**src/rtl/debounce_multi.sv**
```systemverilog
// N-channel switch/button debouncer.
// Each channel: 2-flop synchroniser, previous-sample flop and a saturating stability
// counter. clean_out follows the synchronised input only after it has held the same
// value for STABLE_CYCLES consecutive cycles; rise/fall pulses mark each change.
// Optional feature (macro DEBOUNCE_BOUNCE_COUNT_EN): per-channel 8-bit saturating bounce
// counters, readable through bcnt_sel/bcnt_out and cleared by bcnt_clr.
module debounce_multi #(
    parameter int unsigned N_CH          = 4,
    parameter int unsigned STABLE_CYCLES = 2097152,
    parameter logic        RESET_VAL     = 1'b0,
    localparam int unsigned CNT_W        = $clog2(STABLE_CYCLES),
    localparam int unsigned SEL_W        = (N_CH > 1) ? $clog2(N_CH) : 1
) (
    input  logic             clk,
    input  logic             rst,
    input  logic [N_CH-1:0]  bouncy_in,
    output logic [N_CH-1:0]  clean_out,
    output logic [N_CH-1:0]  rise_pulse,
    output logic [N_CH-1:0]  fall_pulse,
    output logic             any_event
`ifdef DEBOUNCE_BOUNCE_COUNT_EN
    ,
    input  logic             bcnt_clr,
    input  logic [SEL_W-1:0] bcnt_sel,
    output logic [7:0]       bcnt_out
`endif
);

    localparam logic [CNT_W-1:0] CNT_MAX = CNT_W'(STABLE_CYCLES - 1);

    logic [N_CH-1:0]  sync1_q;
    logic [N_CH-1:0]  sync_q;
    logic [N_CH-1:0]  prev_q;
    logic [N_CH-1:0]  clean_q, clean_d;
    logic [N_CH-1:0]  rise_q, rise_d;
    logic [N_CH-1:0]  fall_q, fall_d;
    logic             any_q;
    logic [CNT_W-1:0] cnt_q [N_CH];
    logic [CNT_W-1:0] cnt_d [N_CH];

    // Synchroniser chain and previous-sample register; reset to the idle level so a
    // release with the inputs at RESET_VAL produces no spurious activity.
    always_ff @(posedge clk or posedge rst) begin
        if (rst) begin
            sync1_q <= {N_CH{RESET_VAL}};
            sync_q  <= {N_CH{RESET_VAL}};
            prev_q  <= {N_CH{RESET_VAL}};
        end else begin
            sync1_q <= bouncy_in;
            sync_q  <= sync1_q;
            prev_q  <= sync_q;
        end
    end

    // Per-channel stability counting, level update and edge detection.
    always_comb begin
        clean_d = clean_q;
        rise_d  = '0;
        fall_d  = '0;
        for (int i = 0; i < N_CH; i++) begin
            cnt_d[i] = cnt_q[i];
            if (sync_q[i] != prev_q[i]) begin
                cnt_d[i] = '0;
            end else if (cnt_q[i] != CNT_MAX) begin
                cnt_d[i] = cnt_q[i] + 1'b1;
            end else begin
                // Counter holds at max; rewriting the same level must not pulse.
                clean_d[i] = sync_q[i];
                rise_d[i]  = sync_q[i] & ~clean_q[i];
                fall_d[i]  = ~sync_q[i] & clean_q[i];
            end
        end
    end

    // Debounced level, counters and event pulses.
    always_ff @(posedge clk or posedge rst) begin
        if (rst) begin
            clean_q <= {N_CH{RESET_VAL}};
            rise_q  <= '0;
            fall_q  <= '0;
            any_q   <= 1'b0;
            for (int i = 0; i < N_CH; i++) begin
                cnt_q[i] <= '0;
            end
        end else begin
            clean_q <= clean_d;
            rise_q  <= rise_d;
            fall_q  <= fall_d;
            any_q   <= |(rise_d | fall_d);
            cnt_q   <= cnt_d;
        end
    end

    assign clean_out  = clean_q;
    assign rise_pulse = rise_q;
    assign fall_pulse = fall_q;
    assign any_event  = any_q;

`ifdef DEBOUNCE_BOUNCE_COUNT_EN
    logic [7:0] bcnt_q [N_CH];
    logic [7:0] bcnt_d [N_CH];

    // Bounce counters: count synchronised transitions, saturate, clear has priority.
    always_comb begin
        for (int i = 0; i < N_CH; i++) begin
            bcnt_d[i] = bcnt_q[i];
            if (bcnt_clr) begin
                bcnt_d[i] = '0;
            end else if ((sync_q[i] != prev_q[i]) && (bcnt_q[i] != 8'hFF)) begin
                bcnt_d[i] = bcnt_q[i] + 8'd1;
            end
        end
    end

    // Bounce counter state.
    always_ff @(posedge clk or posedge rst) begin
        if (rst) begin
            for (int i = 0; i < N_CH; i++) begin
                bcnt_q[i] <= '0;
            end
        end else begin
            bcnt_q <= bcnt_d;
        end
    end

    // Read mux; a selector with no matching channel reads as zero.
    always_comb begin
        bcnt_out = '0;
        for (int i = 0; i < N_CH; i++) begin
            if (bcnt_sel == SEL_W'(i)) begin
                bcnt_out = bcnt_q[i];
            end
        end
    end
`endif

endmodule

```
**config.mk**
```make
export PLATFORM = sky130hd
export DESIGN_NAME = debounce_multi
export DESIGN_NICKNAME = d
export VERILOG_FILES = /design/src/rtl/debounce_multi.sv
export SDC_FILE = /design/constraint.sdc
export NUM_CORES = 1
export LEC_CHECK = 0
export ABC_CLOCK_PERIOD_IN_PS = 3600
export CAP_MARGIN = 10
export CORE_MARGIN = 1.5
export CORE_UTILIZATION = 50
export DETAILED_ROUTE_END_ITERATION = 8
export PLACE_DENSITY = 0.7
export SLEW_MARGIN = 20
export SYNTH_ARGS = -nofsm -noshare
export SYNTH_HDL_FRONTEND = slang
export SYNTH_SLANG_ARGS = --single-unit
```
**constraint.sdc**
```tcl
create_clock -name clk -period 3.6 [get_ports clk]
set_clock_uncertainty 0.1 [all_clocks]
set_input_delay 0.36 -clock clk [delete_from_list [all_inputs] [get_ports clk]]
set_output_delay 0.36 -clock clk [all_outputs]
set_load 0.005 [all_outputs]
```
==> run_results.csv, run 1 <==
group,metric,value,unit
status,status,"finished clean",
logic_synthesis,syn-num-nets,614,
power_and_ir_drop,seqPwrFrac,0.543,
global_route,grt_overflow,0,
clock_tree,cts_root_buffer,"clkbuf_16",
logic_synthesis,synth_area_per_cell,9.45,um^2
global_route,grt_pass1_vias,4369,
final_layout,fill_cells,964,
floorplanning,die_x,110,um
floorplanning,coreArea,11000,um^2
clock_tree,insertion_delay,0.36,ns
clock_tree,cts_resized,0,
logic_synthesis,synth_top_family_by_area,"simple AND/OR/NAND/NOR gates",
clock_tree,cts_buffers,9,
logic_synthesis,synth-edff-count,0,
power_and_ir_drop,ir_drop,377,uV
logic_synthesis,synth-compound-area-share,0.187,
timing,final.setup.worst_slack,1.44,ns
place,gp_congestion,0.849,
power_and_ir_drop,p_int,1770,uW
clock_tree,cts_sinks,109,
power_and_ir_drop,p_switching,593,uW
logic_synthesis,syn-cell-area,5710,um^2
floorplanning,start_util,0.519,
final_layout,nets,629,
worst_setup_path,critPathArrivalTime,2.25,ns
drt,vias,4826,
worst_setup_path,crit_path_start_kind,"register",
floorplanning,fp.dieH,110,um
place,dp.final_hpwl,8120,um
clock_tree,hold_buffers,0,
final_layout,num_antenna_cells,0,
logic_synthesis,synthAdderAreaFrac,0.00877,
timing,slew_headroom,0.252,
clock_tree,cts_tree,"built",
global_route,antenna_found_initial,0,
final_layout,areaGrowthSynthToFinish,11.0,%
logic_synthesis,async_flop_share,1.00,
logic_synthesis,synth_ff_type,"dfrtp_1",
final_layout,drive_gt1_frac,0.0561,
timing,rsz0062_at_grt,"no",
logic_synthesis,yosysWarnings,0,
timing,slew_viol_final,0,
logic_synthesis,syn_inst,604,
power_and_ir_drop,sw_frac_of_total,0.250,
worst_hold_path,hold_path_class,"reg -> reg",
floorplanning,die_area,12100,um^2
floorplanning,ios,19,
timing,timing.fmax,463,MHz
drt,firstDrtPassIters,7,
power_and_ir_drop,power_frac_clock,0.390,
final_layout,layout_commonest_cell,"dfrtp_1",
timing,finalSetupTns,0,ns
global_route,grt_max_degree,59,
clock_tree,post-cts-setup-buffer-count,0,
logic_synthesis,synth-simple-area-share,0.254,
clock_tree,ctsLongestPathBuffers,2,
floorplanning,row_count,38,
flow_run,timing.max_cap.violations,0,
worst_setup_path,critical_path_peak_fanout,10,
global_route,grt_pass1_wl,20400,um
final_layout,fin_util,0.577,
logic_synthesis,synthMuxAreaShare,0.0351,
drt,drt_first_iter_violations,371,
place,io_buffer_count,18,
worst_setup_path,criticalPathCategory,"reg -> reg",
worst_setup_path,cp_data_required_time,3.69,ns
drt,drc_errors,0,
worst_setup_path,crit_path_end_kind,"register",
global_route,track_usage,0.214,
place,dp.cells,748,
power_and_ir_drop,powerDensity,374,nW/um^2
drt,wl_per_cell,15.8,um
logic_synthesis,synth_xor_xnor_area_share,0.0123,
clock_tree,htreeDepth,3,
final_layout,final_cell_mix,"109 x dfrtp_1, 76 x nand2_1, 47 x a21oi_1, 35 x o21ai_0, 30 x nand4_1",
logic_synthesis,yosysUniqueCellTypes,45,
power_and_ir_drop,power,2370,uW
final_layout,instances_no_fill,764,
drt,ant_nets,0,
drt,totalWireLength,12000,um
drt,vias_per_cell,6.32,
timing,worst_pin_slew,1.12,ns
clock_tree,clk_pin_slew,0.08,ns
logic_synthesis,synth-seq-cells,109,
power_and_ir_drop,cellLeakagePower,0.00248,uW
power_and_ir_drop,power_frac_comb,0.066,
timing,hold_violations,0,
timing,min_period,2.16,ns
logic_synthesis,yosysSeqAreaShare,0.478,
timing,finalSetupViolCount,0,
timing,finalCritPeriodShare,0.600,
place,pre_cts_slack,1.25,ns
-- state kept, by name, indices dropped and copies added (netlist names) --
| name | count |
|---|---|
| any_event | 1 |
| cnt_q | 84 |
| fall_pulse | 4 |
| sync1_q | 4 |
| clean_out | 4 |
| rise_pulse | 4 |
| prev_q | 4 |
| sync_q | 4 |
-- cell type report --
cell class	count	area, um^2	area share
multi-input combinational	459	2850	0.449
sequential	109	2730	0.431
timing repair buffer	29	275	0.0435
clock buffer	10	229	0.0361
tap	140	175	0.0277
inverter	11	43.8	0.00691
clock inverter	6	38.8	0.00612
-- worst paths after layout --
check                      startpoint       endpoint  slack (ns)  cells past startpoint
max                         cnt_q[63]      cnt_q[77]        1.44                      5
min                        sync1_q[0]      sync_q[0]        0.25                      0
max reg2reg                 cnt_q[63]      cnt_q[77]        1.44                      5
min reg2reg                sync1_q[0]      sync_q[0]        0.25                      0
max in group asynchronous         rst      cnt_q[59]        2.29                      3
min in group asynchronous         rst  rise_pulse[0]        0.38                      2
-- per-layer routing --
| metal | part of all wire | global-route usage | up-vias |
|---|---|---|---|
| met5 | 0 | 0 | - |
| met4 | 0.013 | 0.0529 | 0 |
| met3 | 0.049 | 0.0563 | 16 |
| met2 | 0.46 | 0.341 | 133 |
| met1 | 0.48 | 0.293 | 2320 |
| li1 | - | - | 2357 |
-- power by group through the flow --
| stage | combinational, uW | clock (uW) | sequential, uW |
|---|---|---|---|
| after CTS | 160 | 948 | 1280 |
| after global routing | 179 | 993 | 1290 |
| after global placement | 152 | 0 | 1300 |
| after floorplan | 110 | 0 | 1300 |
| after detailed placement | 159 | 0 | 1310 |
| final | 157 | 924 | 1290 |
-- synthesized netlist by cell type (3+ instances only) --
library cell / number / area [um^2]
a21oi_1: 47 / 235
o2111ai_1: 3 / 26.3
and4_1: 18 / 158
dfrtp_1: 109 / 2730
xor2_1: 4 / 35.0
nor4_1: 10 / 62.6
a31oi_1: 9 / 56.3
a41o_1: 3 / 30.0
or3_1: 7 / 43.8
a21boi_0: 5 / 37.5
a211oi_1: 5 / 37.5
clkbuf_1: 17 / 63.8
nor2_1: 26 / 97.6
o41ai_1: 10 / 87.6
nand4_1: 30 / 188
ha_1: 4 / 50.1
mux2i_1: 20 / 200
nand3_1: 26 / 130
nor3_1: 20 / 100
o211ai_1: 9 / 67.6
o21ai_0: 35 / 175
o311ai_0: 9 / 78.8
inv_1: 11 / 41.3
o31ai_1: 7 / 52.6
and3_1: 12 / 75.1
xnor2_1: 4 / 35.0
or4_1: 9 / 67.6
nand2b_1: 21 / 131
a2111o_1: 8 / 90.1
and2_1: 4 / 25.0
buf_2: 7 / 35.0
nand2_1: 76 / 285
nor4_2: 3 / 37.5
-- stage by stage --
step	cell area, um^2	hold slack [ns]
CTS	6320	0.255
floorplan	5710	0.231
global placement	6050	0.232
finish	6330	0.253
global route	6330	0.271
detailed placement	6050	0.239
-- worst max-delay path: stages, from the launching register on --
cell and delay [ns]:
dfrtp_1 0.42, ha_1 0.23, nand3_1 0.20, or3_1 0.52, o311ai_0 0.38, o41ai_1 0.15
-- cells by family after synthesis --
group	after synthesis
XOR/XNOR	8
flip-flops	109
multiplexers	20
adder cells (fa/ha/maj)	4
buffers and inverters	36
AND/OR/NAND/NOR	267
AO/OA/AOI/OAI	160
Power figures use the tool's default switching activity.
==> inputs of run 2 (changes only) <==
- ABC_CLOCK_PERIOD_IN_PS: 3600 -> 1800
- clock period: 3.6 -> 1.8 ns (I/O delays scaled with it)
==> run_results.csv, run 2 (synthesis gave the netlist of run 1 again) <==
group,metric,value,unit
worst_setup_path,reg2reg_to,"cnt_q[17]",
timing,hold_violations,0,
global_route,grt_max_degree,73,
floorplanning,fp.dieH,110,um
worst_setup_path,cpMostUsedCell,"buf_4",
timing,finalCritPeriodShare,0.988,
worst_setup_path,path_depth,6,
worst_setup_path,cp_top_family,"simple AND/OR/NAND/NOR gates",
place,gp_congestion,0.864,
final_layout,final_cell_mix,"104 x dfrtp_1, 94 x buf_4, 73 x nand2_1, 43 x a21oi_1, 31 x o21ai_0",
global_route,grt_pass1_wl,22900,um
drt,totalWireLength,14000,um
timing,finalSetupTns,0,ns
clock_tree,cts_sinks,109,
worst_setup_path,critical_path_peak_fanout,5,
floorplanning,die_area,12100,um^2
global_route,grt_pass1_vias,4883,
timing,hold_ws,0.168,ns
power_and_ir_drop,cellLeakagePower,0.00300,uW
timing,rsz0062_at_grt,"yes",
worst_hold_path,hold_path_class,"in -> reg",
worst_setup_path,crit_path_end,"cnt_q[17]",
final_layout,drive_gt1_frac,0.233,
clock_tree,ctsLongestPathBuffers,2,
drt,vias,5215,
floorplanning,start_util,0.519,
timing,min_period,1.78,ns
clock_tree,cts_tree,"built",
status,status,"finished clean",
worst_setup_path,r2r_setup_slack,0.02,ns
global_route,antenna_found_initial,0,
place,io_buffer_count,18,
final_layout,nets,717,
timing,timing.fmax,562,MHz
final_layout,multi_input_area,3050,um^2
drt,vias_per_cell,6.12,
worst_setup_path,crit_path_start_kind,"register",
timing,finalSetupViolCount,0,
final_layout,num_antenna_cells,0,
drt,ant_nets,0,
worst_setup_path,r2r_cells,6,
worst_setup_path,slowest_stage,"or4_4",
worst_setup_path,crit_path_end_kind,"register",
floorplanning,row_count,38,
clock_tree,htreeDepth,3,
drt,drt_first_iter_violations,348,
clock_tree,cts_buffers,9,
clock_tree,insertion_delay,0.35,ns
worst_setup_path,worstPathCellList,"nand4_1, buf_4, nor4_2, buf_4, or4_4, a21oi_2",
floorplanning,die_x,110,um
final_layout,top_register,"cnt_q",
power_and_ir_drop,ir_drop,899,uV
place,dp.final_hpwl,9220,um
drt,wl_per_cell,16.5,um
drt,drc_errors,0,
timing,worst_pin_slew,0.481,ns
final_layout,areaGrowthSynthToFinish,27.9,%
timing,slew_viol_final,0,
worst_setup_path,critPathArrivalTime,1.96,ns
worst_setup_path,cpPeakStageDelay,0.50,ns
final_layout,layout_commonest_cell,"dfrtp_1",
final_layout,fill_cells,862,
global_route,track_usage,0.241,
clock_tree,cts_root_buffer,"clkbuf_16",
worst_setup_path,r2r_start,"cnt_q[14]",
flow_run,timing.max_cap.violations,0,
floorplanning,coreArea,11000,um^2
worst_setup_path,critPathLaunch,"cnt_q[14]",
power_and_ir_drop,powerDensity,724,nW/um^2
global_route,grt_overflow,0,
drt,firstDrtPassIters,5,
floorplanning,ios,19,
final_layout,regArea,2730,um^2
worst_setup_path,cp_data_required_time,1.98,ns
clock_tree,clk_pin_slew,0.07,ns
final_layout,fin_util,0.664,
timing,slew_headroom,0.679,
worst_setup_path,crit_buf_inv,2,
worst_setup_path,criticalPathCategory,"reg -> reg",
final_layout,largest_reg_flops,84,
[run 2: stage by stage]
step,power [uW],worst slack (ns),cells,instance area [um^2]
5_1_grt,5450,-0.0670,852,7300
6_report,5280,0.0211,852,7300
2_1_floorplan,2820,-0.0384,604,5730
3_5_place_dp,3010,-0.0388,823,6640
3_3_place_gp,2990,0.0381,823,6640
4_1_cts,5300,0.0105,839,6990
[run 2: layout make-up]
| cell class | count | share of cell area |
|---|---|---|
| clock buffer | 12 | 0.0338 |
| clock inverter | 4 | 0.0130 |
| inverter | 11 | 0.00617 |
| multi-input combinational | 460 | 0.418 |
| sequential | 109 | 0.375 |
| tap | 140 | 0.0240 |
| timing repair buffer | 116 | 0.130 |
[run 2: how the worst min path moves through the flow]
stage,cells past startpoint,from,endpoint,slack (ns)
floorplan,0,bouncy_in[0],sync1_q[0],0.11
global placement,0,sync1_q[0],sync_q[0],0.24
detailed placement,0,sync1_q[3],sync_q[3],0.24
CTS,1,bouncy_in[0],sync1_q[0],0.16
global route,1,bouncy_in[3],sync1_q[3],0.17
finish,1,bouncy_in[0],sync1_q[0],0.17
[run 2: layer usage]
layer  GRT usage  up-vias  part of all wire
li1            -     2535                 -
met1       0.324     2562              0.45
met2       0.396      108              0.50
met3      0.0522       10             0.034
met4      0.0584        0            0.0095
met5           0        -                 0
[run 2: power breakdown]
part | leakage, uW | switching [uW] | internal, uW
registers | 0.00148 | 59.0 | 2500
clock network | 0.000167 | 882 | 1400
logic | 0.00136 | 255 | 183
total | 0.00300 | 1200 | 4080
[run 2: what timing repair did]
item / in CTS / in global routing
setup buffers: 0 / 11
pin swaps: 0 / 24
resized for setup: 6 / 61
gates cloned: 0 / 2
setup endpoints to repair: 8 / 64
hold buffers: 0 / 0
